$ cat config.mk
export PLATFORM = sky130hd
export DESIGN_NAME = instr_fetch_unit
export DESIGN_NICKNAME = d
export VERILOG_FILES = /design/src/rtl/instr_fetch_unit.sv
export SDC_FILE = /design/constraint.sdc
export NUM_CORES = 1
export LEC_CHECK = 0
export BUFFER_PORTS_ARGS = -buffer_cell sky130_fd_sc_hd__buf_2
export CORE_ASPECT_RATIO = 1.2
export CORE_MARGIN = 3
export CORE_UTILIZATION = 38
export DETAILED_ROUTE_END_ITERATION = 10
export PLACE_DENSITY_LB_ADDON = 0.2
export SLEW_MARGIN = 10
export SYNTH_ARGS = -nofsm -noshare
export SYNTH_HDL_FRONTEND = slang
export SYNTH_SLANG_ARGS = --single-unit
$ cat constraint.sdc
create_clock -name clk -period 14.9 [get_ports clk]
set_input_delay 3.725 -clock clk [delete_from_list [all_inputs] [get_ports clk]]
set_output_delay 3.725 -clock clk [all_outputs]
set_load 0.03 [all_outputs]
$ cat src/rtl/instr_fetch_unit.sv
// Fetch front end: sequential word fetches, in-flight PC tracking,
// instruction queue to decode, and redirect flush/drain handling.
module instr_fetch_unit #(
  parameter logic [31:0] RESET_PC = 32'h0000_0000,
  parameter int          DEPTH    = 4
) (
  input  logic        clk,
  input  logic        rst,
  output logic        imem_req_valid,
  input  logic        imem_req_ready,
  output logic [31:0] imem_req_addr,
  input  logic        imem_rsp_valid,
  input  logic [31:0] imem_rsp_data,
  input  logic        redirect_valid,
  input  logic [31:0] redirect_pc,
  output logic        dec_valid,
  input  logic        dec_ready,
  output logic [31:0] dec_instr,
  output logic [31:0] dec_pc,
  output logic [31:0] fetch_pc
);

  localparam int AW = $clog2(DEPTH);
  localparam int CW = AW + 1;
  localparam logic [CW-1:0] LIM = CW'(DEPTH);

  typedef enum logic {RUN, DRAIN} state_t;

  state_t state;
  state_t state_nx;

  logic [31:0]   pc_q;
  logic [CW-1:0] outstanding;
  logic [CW-1:0] drop;
  logic [CW-1:0] count;
  logic [CW-1:0] credit;
  logic [CW-1:0] drop_nx;

  logic [31:0] q_instr [DEPTH];
  logic [31:0] q_pc    [DEPTH];
  logic [31:0] f_pc    [DEPTH];

  logic [AW-1:0] q_wr;
  logic [AW-1:0] q_rd;
  logic [AW-1:0] f_wr;
  logic [AW-1:0] f_rd;

  logic        req_fire;
  logic        push;
  logic        pop;
  logic [31:0] redir_pc;

  assign redir_pc = redirect_pc & ~32'h3;
  assign credit   = outstanding + count;
  assign drop_nx  = outstanding + drop - CW'(imem_rsp_valid);

  assign req_fire = imem_req_valid && imem_req_ready;
  assign push     = imem_rsp_valid && (state == RUN) && !redirect_valid;
  assign pop      = dec_valid && dec_ready;

  assign imem_req_addr = pc_q;
  assign fetch_pc      = pc_q;
  assign dec_valid     = (count != '0);
  assign dec_instr     = q_instr[q_rd];
  assign dec_pc        = q_pc[q_rd];

  // State register
  always_ff @(posedge clk) begin
    if (rst) state <= RUN;
    else     state <= state_nx;
  end

  // Next state: redirect decides between RUN/DRAIN, last drop returns
  always_comb begin
    state_nx = state;
    if (redirect_valid)
      state_nx = (drop_nx != '0) ? DRAIN : RUN;
    else if (state == DRAIN && imem_rsp_valid && drop == CW'(1))
      state_nx = RUN;
  end

  // Request valid from registered credit only, withdrawn on redirect
  always_comb begin
    imem_req_valid = 1'b0;
    unique case (1'b1)
      rst:            imem_req_valid = 1'b0;
      redirect_valid: imem_req_valid = 1'b0;
      default:
        imem_req_valid = (state == RUN) && (credit < LIM);
    endcase
  end

  // Fetch PC, outstanding and drop counters
  always_ff @(posedge clk) begin
    if (rst) begin
      pc_q        <= RESET_PC;
      outstanding <= '0;
      drop        <= '0;
    end else if (redirect_valid) begin
      pc_q        <= redir_pc;
      outstanding <= '0;
      drop        <= drop_nx;
    end else begin
      if (req_fire) pc_q <= pc_q + 32'd4;
      outstanding <= outstanding + CW'(req_fire) - CW'(push);
      if (state == DRAIN && imem_rsp_valid) drop <= drop - CW'(1);
    end
  end

  // In-flight PC queue pointers
  always_ff @(posedge clk) begin
    if (rst || redirect_valid) begin
      f_wr <= '0;
      f_rd <= '0;
    end else begin
      if (req_fire) f_wr <= f_wr + 1'b1;
      if (push)     f_rd <= f_rd + 1'b1;
    end
  end

  // In-flight PC storage
  always_ff @(posedge clk) begin
    if (req_fire) f_pc[f_wr] <= pc_q;
  end

  // Instruction queue: push responses, pop to decode, flush on redirect
  always_ff @(posedge clk) begin
    if (rst) begin
      q_wr  <= '0;
      q_rd  <= '0;
      count <= '0;
      for (int i = 0; i < DEPTH; i++) begin
        q_instr[i] <= '0;
        q_pc[i]    <= '0;
      end
    end else if (redirect_valid) begin
      q_wr  <= '0;
      q_rd  <= '0;
      count <= '0;
    end else begin
      if (push) begin
        q_instr[q_wr] <= imem_rsp_data;
        q_pc[q_wr]    <= f_pc[f_rd];
        q_wr          <= q_wr + 1'b1;
      end
      if (pop) q_rd <= q_rd + 1'b1;
      count <= count + CW'(push) - CW'(pop);
    end
  end

  // A response with nothing outstanding or pending drop is illegal
  always_ff @(posedge clk) begin
    if (!rst)
      assert (!(imem_rsp_valid && outstanding == '0 && drop == '0));
  end

endmodule
==> results of run 1 <==
-- per-stage QoR --
step | setup WS [ns] | utilization [%] | instances | cell area (µm²) | power [W]
detailed placement | 5.94 | 41.8 | 1950 | 19300 | 0.00160
global placement | 5.90 | 41.8 | 1950 | 19300 | 0.00160
finish | 5.92 | 44.5 | 2023 | 20600 | 0.00256
global route | 5.82 | 44.5 | 2023 | 20600 | 0.00266
floorplan | 5.54 | - | 1234 | 18000 | 0.00153
CTS | 5.93 | 44.5 | 2023 | 20600 | 0.00260
-- metal layers --
| metal | GRT usage (%) | wire length (µm) | vias up |
|---|---|---|---|
| met5 | 0 | 0 | - |
| met4 | 4.96 | 883 | 0 |
| met3 | 2.60 | 2370 | 60 |
| met2 | 29.6 | 21100 | 307 |
| met1 | 21.7 | 17600 | 5175 |
| li1 | - | - | 4765 |
-- area by class of cell --
class                           count  area, µm²  area share [%]
Tap cell                          616        771            3.75
Clock inverter                     14       96.3           0.468
Timing Repair Buffer              205       1060            5.16
Multi-Input combinational cell    623       5070            24.6
Sequential cell                   420      12100            58.8
Inverter                           86        323            1.57
Clock buffer                       59       1160            5.62
-- synth_stat cells, drive strengths merged (13+ instances only) --
library cell and count:
edfxtp 368, nor2 148, nand2 103, mux4 92
inv 84, and2 70, clkbuf 57, dfxtp 52
buf 48, xnor2 19, a21oi 18, nand4 16
ha 15, nand3 13
-- flip-flops by register name (all words and copies together) (netlist names), named ones only --
signal	cells
f_wr	2
q_pc	120
q_wr	2
fetch_pc	30
state	1
f_pc	120
drop	3
count	3
f_rd	2
q_instr	128
q_rd	2
outstanding	3
-- layout by cell type, fill, tap and decap left out, types with 4 or more instances in the layout --
| master | netlist | layout |
|---|---|---|
| a211oi_1 | 9 | 9 |
| a21oi_1 | 18 | 18 |
| a31oi_1 | 10 | 10 |
| and2_1 | 70 | 70 |
| and3_2 | 0 | 4 |
| buf_2 | 0 | 191 |
| buf_4 | 36 | 14 |
| clkbuf_1 | 56 | 14 |
| clkbuf_16 | 0 | 43 |
| clkinv_1 | 2 | 6 |
| clkinv_2 | 0 | 7 |
| conb_1 | 1 | 6 |
| dfxtp_1 | 52 | 48 |
| edfxtp_1 | 368 | 368 |
| ha_1 | 15 | 15 |
| inv_1 | 84 | 84 |
| mux4_2 | 92 | 92 |
| nand2_1 | 103 | 102 |
| nand3_1 | 12 | 12 |
| nand4_1 | 16 | 16 |
| nor2_1 | 147 | 146 |
| nor3_1 | 10 | 10 |
| nor4_1 | 10 | 10 |
| o211ai_1 | 4 | 4 |
| o21ai_0 | 10 | 7 |
| or4_1 | 9 | 9 |
| xnor2_1 | 19 | 19 |
| xor2_1 | 6 | 6 |
-- cells by family (layout without fill, tap and decap cells) --
kind of cell / count (synthesis) / count (layout)
muxes: 93 / 93
xor gates and xnor gates: 25 / 25
AOI/OAI and AO/OA: 78 / 78
DFF: 420 / 420
and+or+nand+nor: 403 / 403
other: 1 / 6
buffers and inverters: 191 / 364
adders and majority gates: 18 / 18
-- report_power, final --
group | leakage [nW] | total [W] | switching, W | internal, W
Combinational | 3.07 | 0.000214 | 0.000143 | 0.0000708
Sequential | 4.12 | 0.00136 | 0.0000310 | 0.00133
Clock | 0.613 | 0.000985 | 0.000428 | 0.000558
-- final timing paths --
kind	startpoint	depth (start not counted)	to	slack, ns
hold / removal	f_wr[1]	2	f_wr[1]	0.51
setup / recovery	rst	4	imem_req_valid	5.92
hold reg to reg	f_wr[1]	2	f_wr[1]	0.51
setup reg to reg	count[1]	12	outstanding[2]	11.41
-- worst register-to-register path, stage by stage, from the launching register on --
cell and delay, ns:
dfxtp_1 0.39, ha_1 0.25, a31oi_1 0.29, xor2_1 0.76
nor2_1 0.13, inv_1 0.36, ha_1 0.21, inv_1 0.04
ha_1 0.18, fa_1 0.38, xnor2_1 0.18, xnor2_1 0.14
nor2_1 0.05
==> reports/qor.csv, run 1 <==
metric,value,unit
cts-buffers-inserted,43,
required,11.18,ns
ctsHoldBuffers,0,
synth-xor-area-share,1.22,%
synthMuxAreaShare,11.6,%
clock_path_buffers,3,
drv_slew,0,
vdd_drop_max,0.0755,mV
dr.pass1.iters,7,
initial_core_util,38.8,%
tightestPinTransition,1.09,ns
cts_tree,done,
cp_num_buf_inv,2,
clk_pin_slew,0.06,ns
fin_crit_sh,60.3,%
wirelength,41900,µm
vias,10300,
end_kind,output port,
synth-async-reset-ratio,0,%
period_minus_slack,8.98,ns
die_x,204,µm
ys_warn_count,0,
synth_cell_type_count,56,
crit_path_max_incr_delay,0.63,ns
slew-limit-headroom,26.3,%
ios,200,
die_y,244,µm
synth_top_flop_cell,edfxtp_1,
ys_ff_latch,420,
leakage,7.80,nW
cap_viol_max_count,0,
path_delay_family,buffers and inverters,
fin_setup_tns,0,ns
hold_ws,0.511,ns
path_common_cell,buf_2,
gp_congestion,0.816,
finClkSkew,0.00833,ns
synth_area,17900,µm²
path_class,in -> out,
grt.overflow.total,0,
drc,0,
synthAdderAreaFrac,1.38,%
synth_edf_count,368,
grt_usage,16.9,%
cp_slowest_cell,buf_2,
synthCells,1229,
postRouteAntennaNets,0,
antenna_cells,0,
power.density,124,nW/µm²
nFillCells,4226,
via_per_inst,5.09,
grt_pass1_wl,63800,µm
grt_pass1_vias,10600,
status,"finished, final reports clean",
worst-path-max-fanout,38,
cts_resized,0,
synth_top_area_cell,edfxtp_1,
cts_setup_buffers,0,
synth_top_family_by_area,multiplexers,
grt_max_degree,64,
crit_path_start_kind,input pin,
setup_viol,0,
syn_to_final_growth,14.7,%
drive_above_1_share,26.7,%
drt-initial-drc-count,520,
crit_chain,buf_2 -> or2_1 -> nor3_1 -> buf_2,
h-tree-depth,2,
synth_compound_area_share,2.94,%
final_nets,1467,
avgRoutedWirePerCell,20.7,µm
cts_root_buf,clkbuf_16,
fmax,111,MHz
rsz0062_at_grt,no,
synth_top_area_share,61.6,%
avgSynthCellArea,14.6,µm²
hold_class,reg -> reg,
finalHoldViolations,0,
synthTopCellsByArea,"edfxtp_1, mux4_2, dfxtp_1, nor2_1, and2_1",
arrival,5.25,ns
clk-insertion-delay-late,0.55,ns
antenna_found_initial,0,
io_buffers,191,
cts.sinks,420,
coreArea,46300,µm²
synth-simple-area-share,10.6,%
dieArea,49800,µm²
yosysSeqAreaShare,67.4,%
rows,86,
dp_hpwl,23000,µm
Note: power is estimated with default switching activity, not from simulation.
==> inputs of run 2 (changes only) <==
- clock period: 14.9 -> 8.5 ns (I/O delays scaled with it)
==> reports/qor.csv, run 2 (same netlist as run 1, synthesis figures left out) <==
metric,value,unit
status,"finished, final reports clean",
die_y,244,µm
r2r_slack,4.99,ns
drv_slew,0,
initial_core_util,38.8,%
nFillCells,4241,
setup_viol,0,
finalHoldViolations,0,
clk-insertion-delay-late,0.56,ns
antenna_found_initial,0,
seq_power_share,52.7,%
multi_input_area,5070,µm²
final_common_cell,edfxtp_1,
grt_max_degree,64,
slew-limit-headroom,28.0,%
instances_no_fill,2023,
hp-start,f_wr[1],
rows,86,
fmax,171,MHz
fin_setup_tns,0,ns
p_total,0.00452,W
leakage,7.81,nW
period_minus_slack,5.86,ns
p_sw_share,23.6,%
io_buffers,191,
final_cell_mix,"edfxtp_1, buf_2, nor2_1",
avgRoutedWirePerCell,20.9,µm
arrival,3.74,ns
final_nets,1466,
tightestPinTransition,1.08,ns
r2r_end,outstanding[2],
reg2reg_depth,12,
grt_pass1_vias,10800,
grt.overflow.total,0,
cts_tree,done,
cts_resized,0,
drt-initial-drc-count,495,
drc,0,
finClkSkew,0.0106,ns
power.density,219,nW/µm²
min_delay_path_depth,2,
rsz0062_at_grt,no,
coreArea,46300,µm²
clk_pin_slew,0.06,ns
top_register,q_instr,
cts_root_buf,clkbuf_16,
ios,200,
die_x,204,µm
crit_path_start_kind,input pin,
grt_usage,16.9,%
vdd_drop_max,0.111,mV
top_regs,"q_instr x128, f_pc x120, q_pc x120",
p_comb_share,8.2,%
hold_class,reg -> reg,
switchingPower,0.00106,W
end_kind,output port,
clkPwrFrac,39.1,%
postRouteAntennaNets,0,
drive_above_1_share,26.6,%
cap_viol_max_count,0,
worst-path-max-fanout,38,
reg2reg_from,count[1],
intPower,0.00346,W
path_class,in -> out,
ctsHoldBuffers,0,
h-tree-depth,2,
via_per_inst,5.11,
dp_hpwl,23300,µm
required,6.38,ns
syn_to_final_growth,14.9,%
largest_reg_flops,128,
holdPathEnd,f_wr[1],
cts.sinks,420,
cts_setup_buffers,0,
cts-buffers-inserted,43,
grt_pass1_wl,64100,µm
dp.cells,1949,
vias,10300,
gp_congestion,0.782,
clock_path_buffers,3,
dieArea,49800,µm²
fin_crit_sh,69.0,%
antenna_cells,0,
dr.pass1.iters,5,
wirelength,42200,µm
regArea,12100,µm²
[run 2: changes by cell type in the layout (fill, tap and decap cells not counted)]
| cell | before | now |
|---|---|---|
| clkinvlp_2 | 0 | 1 |
| clkinv_1 | 6 | 11 |
| buf_4 | 14 | 13 |
| clkbuf_16 | 43 | 45 |
| clkinvlp_4 | 1 | 0 |
| clkinv_2 | 7 | 4 |
| clkbuf_1 | 14 | 11 |
| inv_6 | 1 | 0 |
| clkinv_4 | 0 | 1 |
[run 2: layout make-up]
type                       instances  area share, %
clock buffer                      58           5.80
sequential                       420           58.7
timing repair buffer             204           5.11
inverter                          86           1.57
clock inverter                    16          0.474
multi-input combinational        623           24.6
tap                              616           3.74
[run 2: worst max-delay path by stage]
stage | cells past startpoint | slack [ns] | start | to
after global routing | 4 | 2.54 | rst | imem_req_valid
after detailed placement | 4 | 2.65 | rst | imem_req_valid
after floorplan | 6 | 0.74 | redirect_valid | q_instr[1][0]
after global placement | 4 | 2.67 | rst | imem_req_valid
after CTS | 4 | 2.66 | rst | imem_req_valid
final | 4 | 2.64 | rst | imem_req_valid
[run 2: metal layers]
metal	vias up	track usage, %	routed length, µm
met1	5210	21.7	18100
met3	53	3.14	2080
met4	0	4.31	846
met5	-	0	0
li1	4774	-	-
met2	291	29.8	21200
[run 2: stage by stage]
step                setup WS, ns  hold WS (ns)  instance area, µm²  util (%)
CTS                         2.66         0.495               20600      44.5
floorplan                  0.735         0.469               18000         -
detailed placement          2.65         0.486               19300      41.7
global route                2.54         0.559               20600      44.5
finish                      2.64         0.495               20600      44.5
global placement            2.67         0.491               19300      41.7
[run 2: power by group through the flow]
stage / clock, W / sequential (W) / combinational, W
after detailed placement: 0 / 0.00243 / 0.000378
after CTS: 0.00182 / 0.00238 / 0.000379
final: 0.00177 / 0.00238 / 0.000372
after global routing: 0.00189 / 0.00239 / 0.000402
after floorplan: 0 / 0.00242 / 0.000257
after global placement: 0 / 0.00242 / 0.000379
[run 2: worst max-delay path, cell delays in order]
cell	delay [ns]
buf_2	0.63
or2_1	0.58
nor3_1	0.15
buf_2	0.23
==> inputs of run 3 (changes only) <==
- clock period: 8.5 -> 5.5 ns (I/O delays scaled with it)
==> reports/qor.csv, run 3 (same netlist as run 1, synthesis figures left out) <==
metric,value,unit
ctsHoldBuffers,0,
arrival,2.94,ns
path_common_cell,buf_2,
reg2reg_from,count[1],
vdd_drop_max,0.182,mV
ios,200,
grt_usage,17.0,%
path_class,in -> out,
path_delay_family,buffers and inverters,
cts-buffers-inserted,43,
drv_slew,0,
cts.sinks,420,
p_sw_share,23.5,%
initial_core_util,38.8,%
die_x,204,µm
final_nets,1477,
postRouteAntennaNets,0,
nFillCells,4236,
crit_path_start_kind,input pin,
crit_chain,buf_2 -> or2_1 -> nor3_1 -> buf_2,
p_total,0.00703,W
antenna_cells,0,
cp_slowest_cell,buf_2,
cp_num_cells,4,
grt_pass1_wl,64600,µm
cp_num_buf_inv,2,
cap_viol_max_count,0,
crit_path_max_incr_delay,0.64,ns
fin_crit_sh,78.4,%
switchingPower,0.00165,W
required,4.12,ns
pre_cts_ws,1.17,ns
post_dp_cell_area,19400,µm²
endpoint,imem_req_valid,
setup_viol,0,
seq_power_share,52.3,%
status,"finished, final reports clean",
startpoint,rst,
final_common_cell,edfxtp_1,
hold_ws,0.499,ns
finClkSkew,0.0160,ns
dr.pass1.iters,4,
r2r_slack,2.04,ns
reg2reg_depth,12,
stdcell_area,20800,µm²
final_cell_mix,"edfxtp_1, buf_2, nor2_1",
r2r_end,outstanding[2],
worst-path-max-fanout,38,
intPower,0.00537,W
drive_above_1_share,27.0,%
top_register,q_instr,
cts_setup_buffers,0,
gp_congestion,0.803,
vias,10500,
rows,86,
h-tree-depth,2,
grt.overflow.total,0,
clock_path_buffers,3,
cts_resized,0,
drt-initial-drc-count,489,
coreArea,46300,µm²
drc,0,
period_minus_slack,4.31,ns
power.density,339,nW/µm²
final_core_util,44.8,%
tightestPinTransition,1.14,ns
grt_max_degree,63,
finalHoldViolations,0,
die_y,244,µm
avgRoutedWirePerCell,20.6,µm
p_comb_share,8.3,%
end_kind,output port,
fmax,232,MHz
leakage,7.89,nW
top_regs,"q_instr x128, f_pc x120, q_pc x120",
rsz0062_at_grt,no,
clk-insertion-delay-late,0.56,ns
clk_pin_slew,0.06,ns
io_buffers,191,
cts_root_buf,clkbuf_16,
dieArea,49800,µm²
dp_hpwl,24600,µm
syn_to_final_growth,15.7,%
wirelength,41900,µm
grt_pass1_vias,11000,
slew-limit-headroom,23.3,%
hold_class,reg -> reg,
cts_tree,done,
antenna_found_initial,0,
clkPwrFrac,39.4,%
fin_ws,1.19,ns
via_per_inst,5.14,
min_delay_path_depth,2,
largest_reg_flops,128,
==> run 3: layer usage <==
metal | GRT usage, % | share of wire, % | vias up
met5 | 0 | 0 | -
met4 | 4.47 | 1.9 | 0
met3 | 3.21 | 5.0 | 57
met2 | 30.2 | 51 | 314
met1 | 21.3 | 42 | 5313
li1 | - | - | 4795
==> run 3: how the worst min path moves through the flow <==
stage                     slack [ns]     from      end
after detailed placement        0.50  f_wr[1]  f_wr[1]
final                           0.50  f_wr[1]  f_wr[1]
after floorplan                 0.47  f_wr[1]  f_wr[1]
after CTS                       0.50  f_wr[1]  f_wr[1]
after global placement          0.49  f_wr[1]  f_wr[1]
after global routing            0.54  f_wr[1]  f_wr[1]
==> run 3: area by class of cell <==
cell class              count  area, µm²  area share [%]
clock buffers              55       1160            5.61
clock inverters            22        155           0.748
inverters                  86        323            1.56
multi-input cells         623       5060            24.4
flip-flops and latches    420      12100            58.3
well taps                 616        771            3.71
repair buffers            215       1170            5.66
==> run 3: tightest hold or removal path: stages (launching register included) <==
cell	delay [ns]
dfxtp_1	0.34
nand2_1	0.06
a21oi_1	0.05
==> run 3: metrics by stage <==
step,cells,TNS (ns)
finish,2037,0
global placement,1960,0
floorplan,1234,-164.21
global route,2037,0
detailed placement,1960,0
CTS,2037,0
==> run 3: power by group through the flow <==
| stage | clock network [W] | logic (W) | registers, W |
|---|---|---|---|
| finish | 0.00277 | 0.000586 | 0.00367 |
| detailed placement | 0 | 0.000596 | 0.00374 |
| floorplan | 0 | 0.000397 | 0.00374 |
| CTS | 0.00285 | 0.000598 | 0.00368 |
| global placement | 0 | 0.000595 | 0.00374 |
| global route | 0.00298 | 0.000636 | 0.00369 |
